<file path="config.mk">
export PLATFORM = sky130hd
export DESIGN_NAME = pwm_peripheral
export DESIGN_NICKNAME = d
export VERILOG_FILES = /design/src/rtl/pwm_peripheral.sv
export SDC_FILE = /design/constraint.sdc
export NUM_CORES = 1
export LEC_CHECK = 0
export CAP_MARGIN = 20
export CORE_UTILIZATION = 47
export DETAILED_ROUTE_END_ITERATION = 12
export GPL_ROUTABILITY_DRIVEN = 0
export PLACE_DENSITY_LB_ADDON = 0.15
export SLEW_MARGIN = 5
export SYNTH_ARGS = -nofsm -noshare
export SYNTH_HDL_FRONTEND = slang
export SYNTH_SLANG_ARGS = --single-unit
</file>
<file path="constraint.sdc">
create_clock -name clk -period 3.2 [get_ports clk]
set_input_delay 0.32 -clock clk [delete_from_list [all_inputs] [get_ports clk]]
set_output_delay 0.32 -clock clk [all_outputs]
set_load 0.01 [all_outputs]
</file>
<file path="src/rtl/pwm_peripheral.sv">
// 16-pin output driver: each pin forced low, forced high, or fed by a shared
// 8-bit PWM whose duty is shadowed at period boundaries to avoid glitches.
module pwm_peripheral #(
    parameter int PRESCALE = 13
) (
    input  logic        clk,
    input  logic        rst,
    input  logic [7:0]  en_reg_out_7_0,
    input  logic [7:0]  en_reg_out_15_8,
    input  logic [7:0]  en_reg_pwm_7_0,
    input  logic [7:0]  en_reg_pwm_15_8,
    input  logic [7:0]  pwm_duty_cycle,
    output logic [15:0] pwm_out,
    output logic        period_start
);

    localparam int PW = (PRESCALE > 1) ? $clog2(PRESCALE) : 1;
    localparam logic [PW-1:0] PS_MAX = PW'(PRESCALE - 1);

    logic [PW-1:0] presc_q, presc_d;
    logic [7:0]    cnt_q, cnt_d;
    logic [7:0]    duty_q, duty_d;
    logic [15:0]   pwm_out_q, pwm_out_d;
    logic          wrap_q, wrap_d;
    logic          period_start_q, period_start_d;

    logic          tick;
    logic          wrap;
    logic          pwm_sig;
    logic [15:0]   en;
    logic [15:0]   sel;

    always_comb begin
        en      = {en_reg_out_15_8, en_reg_out_7_0};
        sel     = {en_reg_pwm_15_8, en_reg_pwm_7_0};
        tick    = (presc_q == PS_MAX);
        presc_d = tick ? '0 : presc_q + 1'b1;
        cnt_d   = tick ? cnt_q + 8'd1 : cnt_q;
        wrap    = tick && (cnt_q == 8'hFF);
        duty_d  = wrap ? pwm_duty_cycle : duty_q;
        // 0xFF means 100%, otherwise high for the first duty ticks
        pwm_sig = (duty_q == 8'hFF) || (cnt_q < duty_q);
        pwm_out_d      = en & (~sel | {16{pwm_sig}});
        // delayed one clk so the pulse lines up with the first
        // registered pin value of the new period
        wrap_d         = wrap;
        period_start_d = wrap_q;
    end

    always_ff @(posedge clk) begin
        if (rst) begin
            presc_q        <= '0;
            cnt_q          <= '0;
            duty_q         <= '0;
            pwm_out_q      <= '0;
            wrap_q         <= 1'b0;
            period_start_q <= 1'b0;
        end else begin
            presc_q        <= presc_d;
            cnt_q          <= cnt_d;
            duty_q         <= duty_d;
            pwm_out_q      <= pwm_out_d;
            wrap_q         <= wrap_d;
            period_start_q <= period_start_d;
        end
    end

    assign pwm_out      = pwm_out_q;
    assign period_start = period_start_q;

endmodule

</file>
# Word-level counts from Yosys, hierarchy flattened
# Index checks and enable logic that the tools add are counted.
[word_totals]
reg_bits = 38
inputBits = 42
out_inout_bits = 17
elab_cells = 18
[op_classes]
n_addsub = 2
order_cmp = 1
eq_ne = 3
n_bitwise = 3
reduce_logical = 3
[ops]
columns = ["operator", "count"]
rows = [
  ["$and 16x16->16", 1],
  ["$eq 8x8->1 const B", 2],
  ["$not 16->16", 1],
  ["$or 16x16->16", 1],
  ["$add 8x1->8 const B", 1],
  ["$lt 8x8->1", 1],
  ["$add 4x1->4 const B", 1],
  ["$eq 4x4->1 const B", 1],
  ["$reduce_or 2->1", 1],
  ["$logic_and 1x1->1", 1],
  ["$logic_or 1x1->1", 1],
]

# Longest topological paths before layout
# Gate-level depths: netlist of the first run.
[depth]
depth_word = 4
ltp_mapped = 7
depth_no_buf = 6

# Worst setup path before layout of the first run
# No wires, ideal clock.
[synth_timing]
kind = "reg-to-reg"
start = "reg duty_q[6]"
end = "reg pwm_out_q[0] (netlist: pwm_out[0])"
setup_ps = 116
arrival_time_ps = 1549
t_required_ps = 3084
setup_slack_ps = 1535
path_stages_with_launch = 8
path_buffers = 1
synth_period_minus_slack_ps = 1665
cell_sequence = "dfxtp_1 inv_1 ha_1 and4_1 o21ai_1 o32ai_4 buf_6 a21oi_2"
[synth_via]
elab_chain_cells = 4
elab_cells_between_ends = 5
classes_between = "order compare (1); eq/ne (1); bitwise (2); reduce/logical (1)"
[synth_rtl]
columns = ["item", "line_no", "rtl"]
rows = [
  ["start, declared", "22", "logic [7:0] duty_q, duty_d;"],
  ["start signal, assigned", "61", "duty_q <= duty_d;"],
  ["$lt 8x8->1 / $eq 8x8->1 (equally long branches)", "42", "pwm_sig = (duty_q == 8'hFF) || (cnt_q < duty_q);"],
  ["$logic_or 1x1->1 (*)", "42", ""],
  ["$or 16x16->16 (*)", "43", "pwm_out_d = en & (~sel | {16{pwm_sig}});"],
  ["$and 16x16->16 (*)", "43", ""],
  ["end signal, assigned", "62", "pwm_out_q <= pwm_out_d;"],
  ["end, declared", "23", "logic [15:0] pwm_out_q, pwm_out_d;"],
]
# Every way passes the cells marked *; elsewhere a longest branch is shown, timed or not.
# A chain may end at the register's enable or synchronous reset.

# Worst setup path in the final report of the first run
[layout_timing]
start = "reg duty_q[6]"
end = "reg pwm_out_q[1] (netlist: pwm_out[1])"
# The elaborated chain is that of the path after synthesis.

==> impl_summary.md, run 1 <==
STA
The final hold violation count is 0. The final critical path takes up 65.86% of the cycle. The measured slew at the worst slew-check pin is 0.8524 ns. The worst clock skew on the final layout is 0.008948 ns.

The worst max-slew margin expressed relative to the limit is 43.17%. Setup repair after global routing left no endpoint under its margin. In the final timing run, aggregate negative setup slack is 0 ns. The final setup violation count is 0. The final-report max-slew violation count is 0. The worst-case hold slack is 0.4589 ns. The minimum setup slack in the final design is 1.092 ns. The shortest clock period the worst path allows after layout is 2.108 ns. Derived from the worst setup path, the maximum achievable clock frequency is 474.5 MHz.

Layout
The antenna diode count is 0. The final net count is 275. The fraction of layout cells with a size suffix above 1 is 9.821%. The synthesis-to-layout area growth is 41.59%. At the end of the flow the core is filled with cells to 69.53%.

Worst setup path
The endpoint identified for the worst register-to-register timing path is pwm_out[1]. The data required time at the worst endpoint is 3.40 ns. The register-to-register setup slack is 1.09 ns. STA classifies the critical path startpoint as a register. The worst register-to-register path begins at duty_q[6]. STA classifies the critical path endpoint as a register.

The critical path goes through inv_1, ha_1, and4_1, o21ai_1, o32ai_4, a21oi_1. The highest fanout seen on the critical path is 16. STA puts the critical path data arrival time at 2.31 ns. The critical path start-end classification is reg -> reg.

For the worst flop-to-flop path, the logic depth is 6. The startpoint of the worst setup timing path is duty_q[6]. The delay contributed by the slowest stage of the critical path is 0.78 ns. For this design, the slowest cell found on the critical path is o32ai_4. In this run the worst setup path terminates at pwm_out[1].

Power
Combinational cells account for 11.2% of the total power. The sequential fraction of design power is 53.8%. The analysis attributes to net switching a power of 193.1 uW. The clock network burns 35.0% of the power. Summed over all cells, the static leakage comes to 0.0009374 uW. The switching part of the total is 21.23%. The worst IR drop on VDD is 0.3228 mV.

Power spread over the standard cell area amounts to 388.9 nW/um^2. The total internal power is 716.4 uW.

Global route
The via count of the first global-routing pass is 1234. The first global-routing pass estimated 5264 um of wire. Entering global routing, the biggest net connects 39 pins.

Across every metal layer, demand over resource in global routing totals 19.73%. After global routing the overflow that remains totals 0. The number of antenna violations at the first check in global routing is 0.

Floorplanning
In this run the vertical extent of the chip is 61.28 um. The die extent in x is 61.28 um. The number of primary I/O pins is 59. The die area is 3755 um^2. The initial cell density of the core is 49.11%. After floorplanning, the core was divided into 21 placement rows.

The floorplan core area is 3363 um^2.

Clock network
TritonCTS created 5 clock buffers. The number of setup buffers added after CTS is 0. The CTS tree is yes. Counting every sink on the clock net gives 38.

The maximum number of buffers from clock root to sink is 2. The library cell used as clock root buffer is clkbuf_4. The CTS clock-pin slew for the worst setup and hold paths is 0.11 ns. Post-CTS repair changed the size of 0 cells.

The H-tree was split into 2 levels. For the worst-skew pair, the clock arrives at the later sink with an insertion delay of 0.34 ns. Buffers inserted to repair hold after CTS numbered 0.

Flow run
Across the run, the number of max-cap violations was 0.

Detailed routing
The detailed router placed 1325 vias in this run. The wire length per cell after detailed routing is 12.35 um. The post-detailed-route DRC marker count is 0.

The final wirelength is 3335 um. The number of detailed-route iterations in the first pass is 6. The average vias per placed instance is 4.907. The initial DRC count is 53.

The number of nets still failing antenna checks after routing is 0.

Place
The worst slack at placement is 1.114 ns. The count of port buffers added during placement is 58. After legalization and detailed placement, the total HPWL measured 2536 um.

Run status
The flow ran to the end, and the final reports show no timing, DRC or antenna violations.

Yosys
The number of enable-type register cells in the synthesized netlist is 0. Synthesis inferred 38 register bits. The count of distinct cell types in the synthesized netlist is 30.

The sequential share of the synthesized area is 46.06%. The most common flop cell mapped by yosys is dfxtp_1. The net count after synthesis is 216. The post-synthesis async set-or-reset flop share is 0%. The cell area after technology mapping is 1652 um^2.

For this run, the number of Yosys warnings is 0. Counting every instance in the synthesized netlist gives 164. In this run the mean area of a mapped cell was 10.07 um^2.

Worst hold path
The worst min-delay path class is reg -> reg.
==> worst max-delay path, delay by kind of cell (launching register included) <==
family / cells / cell delay (ns)
fa+ha+maj: 1 / 0.30
buf+inv: 1 / 0.05
simple gates: 1 / 0.20
flops: 1 / 0.38
compound gates: 3 / 1.04
==> layout by cell type (no fill, tap or decap) <==
cell type	netlist	layout
clkdlybuf4s50_1	0	58
dfxtp_1	38	38
nor2_1	19	19
nand2b_1	16	16
inv_1	10	10
a21oi_2	10	10
ha_1	10	10
a21oi_1	9	9
mux2i_1	9	9
xor2_1	6	6
clkbuf_4	0	5
nand4_1	4	4
and4_1	3	3
and3_1	3	3
nand3_1	3	3
xnor2_1	2	2
nor3_1	2	2
nand2_1	2	2
clkinv_2	0	2
o21ai_1	1	1
o21a_1	1	1
nand2b_4	1	1
a2111oi_4	1	1
a21o_1	1	1
a41o_1	1	1
o32ai_4	1	1
nor3b_1	1	1
o21ai_0	1	1
or4_1	1	1
nor2b_1	1	1
bufinv_16	0	1
buf_4	0	1
==> state kept, by name (all words and copies together) (netlist names) <==
name / flops
pwm_out: 16
presc_q: 4
period_start_d: 1
cnt_q: 8
duty_q: 8
period_start: 1
==> logic make-up after synthesis <==
family,count (synthesis),synth area share [%]
AND/OR/NAND/NOR,56,18.71
adder cells (fa/ha/maj),10,7.576
XOR/XNOR,8,4.243
flip-flops,38,46.06
buffers and inverters,17,4.470
multiplexers,9,5.455
AO/OA/AOI/OAI,26,13.48
==> cell type report <==
cell class                      count  area [um^2]
Clock buffer                        5        37.54
Tap cell                           46        57.56
Timing Repair Buffer               59        588.1
Multi-Input combinational cell    109        817.0
Inverter                           10        37.54
Sequential cell                    38        760.7
Clock inverter                      3        40.04
Fill cell                         279         1025
==> worst min-delay path by stage <==
stage	cells past startpoint	startpoint	end	slack [ns]
after floorplan	1	en_reg_pwm_7_0[6]	pwm_out[6]	0.40
after global placement	1	period_start_d	period_start	0.43
after detailed placement	1	period_start_d	period_start	0.43
after CTS	1	period_start_d	period_start	0.45
after global routing	1	period_start_d	period_start	0.48
final	1	period_start_d	period_start	0.46
==> per-layer routing <==
layer  track usage, %  wire length [um]  up-vias
met5                0                 0        -
met4            9.091                81        0
met3            9.874               272        9
met2            31.99              1577       38
met1            21.63              1404      607
li1                 -                 -      671
==> power groups by stage <==
stage	clock, uW	sequential [uW]	combinational, uW
5_1_grt	352	491	110
4_1_cts	328	490	103
6_report	318	489	102
3_5_place_dp	0	500	102
2_1_floorplan	0	504	25.8
3_3_place_gp	0	499	99.3
==> cells in the mapped netlist (2+ instances only) <==
cell type  count  area [um^2]
a21oi_1        9        45.04
a21oi_2       10        87.58
and3_1         3        18.77
and4_1         3        26.28
buf_2          2        10.01
clkbuf_1       4        15.01
dfxtp_1       38        760.7
ha_1          10        125.1
inv_1         10        37.54
mux2i_1        9        90.09
nand2_1        2        7.510
nand2b_1      16        100.1
nand3_1        3        15.01
nand4_1        4        25.02
nor2_1        19        71.32
nor3_1         2        10.01
xnor2_1        2        17.52
xor2_1         6        52.55
==> metrics by stage <==
step           cells  instance area (um^2)  total power (uW)
6_report         270                  2338             909.5
3_5_place_dp     262                  2261             602.7
3_3_place_gp     262                  2261             598.7
5_1_grt          270                  2338             952.9
2_1_floorplan    164                  1652             529.5
4_1_cts          270                  2338             920.4
(Power assumes the default switching activity.)
==> run 2, diff against run 1 <==
--- a/config.mk
+++ b/config.mk
@@ -6,7 +6,7 @@
 export NUM_CORES = 1
 export LEC_CHECK = 0
 export CAP_MARGIN = 20
-export CORE_UTILIZATION = 47
+export CORE_UTILIZATION = 40
 export DETAILED_ROUTE_END_ITERATION = 12
 export GPL_ROUTABILITY_DRIVEN = 0
 export PLACE_DENSITY_LB_ADDON = 0.15
==> constraint.sdc (replaced) <==
create_clock -name clk -period 1.8 [get_ports clk]
set_input_delay 0.18 -clock clk [delete_from_list [all_inputs] [get_ports clk]]
set_output_delay 0.18 -clock clk [all_outputs]
set_load 0.01 [all_outputs]
==> run 2 against run 1 <==
Against the previous run:
- cell area grew 5.7%
- non-clock buffer count increased by 5
- first-iteration DRC count decreased by 1.9%
- via count rose by 3.0%
- global-route usage is 1.5 points lower
- largest power group is now the clock network
- clock power rose to 2.8 times the previous value
- combinational power is 78% higher
==> impl_summary.md, run 2 (synthesis results as in run 1) <==
Run status
The run finished with clean final reports.

STA
The final-report max-slew violation count was 0. The post-route fraction of the period consumed by the critical path is 97.67%. The final hold violation count is 0.

The measured slew at the worst slew-check pin is 0.3406 ns. The accumulated negative setup slack is 0 ns. The worst max-slew margin expressed relative to the limit is 77.29%. Clock skew on the completed layout was measured at 0.003493 ns. Hold is met by 0.4278 ns. The final setup violation count is 0. For this run, the top clock speed supported by timing is 568.8 MHz. The shortest clock period the worst path allows after layout is 1.758 ns.

Flow run
Max-cap violations in this run came to 0.

Detailed routing
Using the TritonRoute via totals, the vias-per-cell ratio works out to 4.928. The detailed router finished its first iteration with 52 violations. The via count of the routed design is 1365. The number of detailed-route iterations in the first pass is 4.

The post-detailed-route DRC marker count is 0. The final wirelength is 3631 um. In the final routed layout, each cell accounts on average for 13.11 um.

The count of nets left with antenna violations once routing finished came out at 0.

Global route
After global routing the overflow that remains totals 0. The wire length of the first global-routing pass is 5892 um. The overall routing resource usage is 18.20%. The via count of the first global-routing pass is 1438. Entering global routing, the biggest net connects 39 pins. The number of antenna violations at the first check in global routing was 0.

Clock network
After clock tree synthesis, the clock-pin slew on the worst setup and hold paths is 0.07 ns. The library cell used as clock root buffer is clkbuf_8. The sink count of the clock tree is 38. The clock tree synthesis step divided the H-tree into 2 levels. Counting the buffers created by CTS gives 5. In this run, post-CTS hold repair placed 0 buffers.

Clock latency on the worst-skew pair, taken at its later pin, is 0.29 ns. The maximum number of buffers from clock root to sink is 2. The CTS tree is yes.

Layout
The area growth from synthesis to layout is 49.62%. The repair_antennas step left the layout with diodes totalling 0. The number of flip-flops under the largest register name is 16. The final net count is 280.

The library cells used most frequently in the layout, excluding fill and tap cells, are clkdlybuf4s50_1, dfxtp_1, nor2_1. The fraction of layout cells with a size suffix above 1 is 13.54%. The library cell used most frequently in the layout, excluding fill and tap cells, is clkdlybuf4s50_1. Once layout is done, the placed cells without fillers occupy 2471 um^2.

The number of filler cells placed in the layout is 301.

Floorplanning
The floorplan core area is 3799 um^2. In this run the core area contains 22 standard-cell rows. The number of primary I/O pins is 59.

The die extent in x is 66.26 um. The die is 66.26 um tall. The initial cell density of the core is 43.48%.

The die covers 4390 um^2.

Worst setup path
The critical path is of the reg -> reg type. STA classifies the critical path startpoint as a register. The critical path contains buffers and inverters numbering 2 combined. The arrival time of the worst setup path is 1.94 ns. Traced cell by cell, the critical path runs through inv_1, ha_1, and4_1, o21ai_1, o32ai_4, buf_6, a21oi_2.

Along the worst path, the maximum fanout reaches 7. The cell class contributing the biggest share of worst-path delay is compound AO/OA/AOI/OAI gates. The slowest stage cell on the critical path is o32ai_4. The largest single stage delay on the critical path is 0.37 ns.

The kind of capture point of the worst setup path is a register. For the worst setup path, the data required time is 1.98 ns.

Power
In this run, the combinational gates consume 9.4% of the power. The net load switching power is 355.8 uW. For this design the static power due to leakage is 0.0009924 uW.

Net switching is 18.41% of the power. The power density over the cells is 782.1 nW/um^2. Cell internal power was estimated by the tool at 1577 uW. Across the VDD grid, the largest voltage drop is 0.3464 mV. The part of the total power dissipated in the clock network is 45.6%. The sequential fraction of design power is 45.0%.

Place
The cell area after placement is 2293 um^2. Detailed placement ended at an HPWL of 2695 um. The count of port buffers added during placement is 58.

Worst hold path
The path class of the tightest hold or removal check is in -> reg.
-- run 2: final timing paths --
check        slack [ns]  cells past startpoint               from            to
min reg2reg        0.45                      1     period_start_d  period_start
min                0.43                      3  en_reg_out_7_0[3]    pwm_out[3]
max                0.04                      7          duty_q[7]    pwm_out[0]
max reg2reg        0.04                      7          duty_q[7]    pwm_out[0]
-- run 2: area by class of cell --
type	instances	area [um^2]	area share, %
tap	48	60.06	2.430
sequential	38	764.5	30.94
timing repair buffer	64	636.9	25.77
inverter	10	37.54	1.519
clock buffer	6	82.58	3.342
multi-input combinational	109	829.5	33.57
clock inverter	2	60.06	2.430
-- run 2: per-stage QoR --
step                      std cells  util [%]  power [uW]  worst slack, ns
after floorplan                 164         -       941.3           0.1350
after global placement          268     60.38        1066           0.1436
after detailed placement        268     60.38        1073          0.06709
after CTS                       276     64.13        1956         0.007828
after global routing            277     65.05        2017        -0.006075
final                           277     65.05        1933          0.04192
-- run 2: metal layers --
metal  track usage (%)  vias up  wire length (um)
met5                 0        -                 0
met4             7.181        0                38
met3             7.931        5               235
met2             34.31       34              1864
met1             16.91      643              1494
li1                  -      683                 -
-- run 2: what timing repair did --
action | 4_1_cts | 5_1_grt
buffers inserted | 0 | 0
gates resized for setup | 0 | 8
setup endpoints to repair | 0 | 16
-- run 2: worst register-to-register path: cells and delay by family, from the launching register on --
| kind | cells | cell delay [ns] |
|---|---|---|
| fa+ha+maj | 1 | 0.31 |
| flops | 1 | 0.35 |
| buf+inv | 2 | 0.25 |
| simple gates | 1 | 0.21 |
| compound gates | 3 | 0.54 |
-- run 2: power by group through the flow --
stage / Sequential [uW] / Combinational, uW / Clock [uW]
after CTS: 870 / 184 / 902
after global placement: 888 / 178 / 0
after global routing: 872 / 194 / 951
after detailed placement: 889 / 183 / 0
after floorplan: 895 / 45.9 / 0
final: 870 / 182 / 880
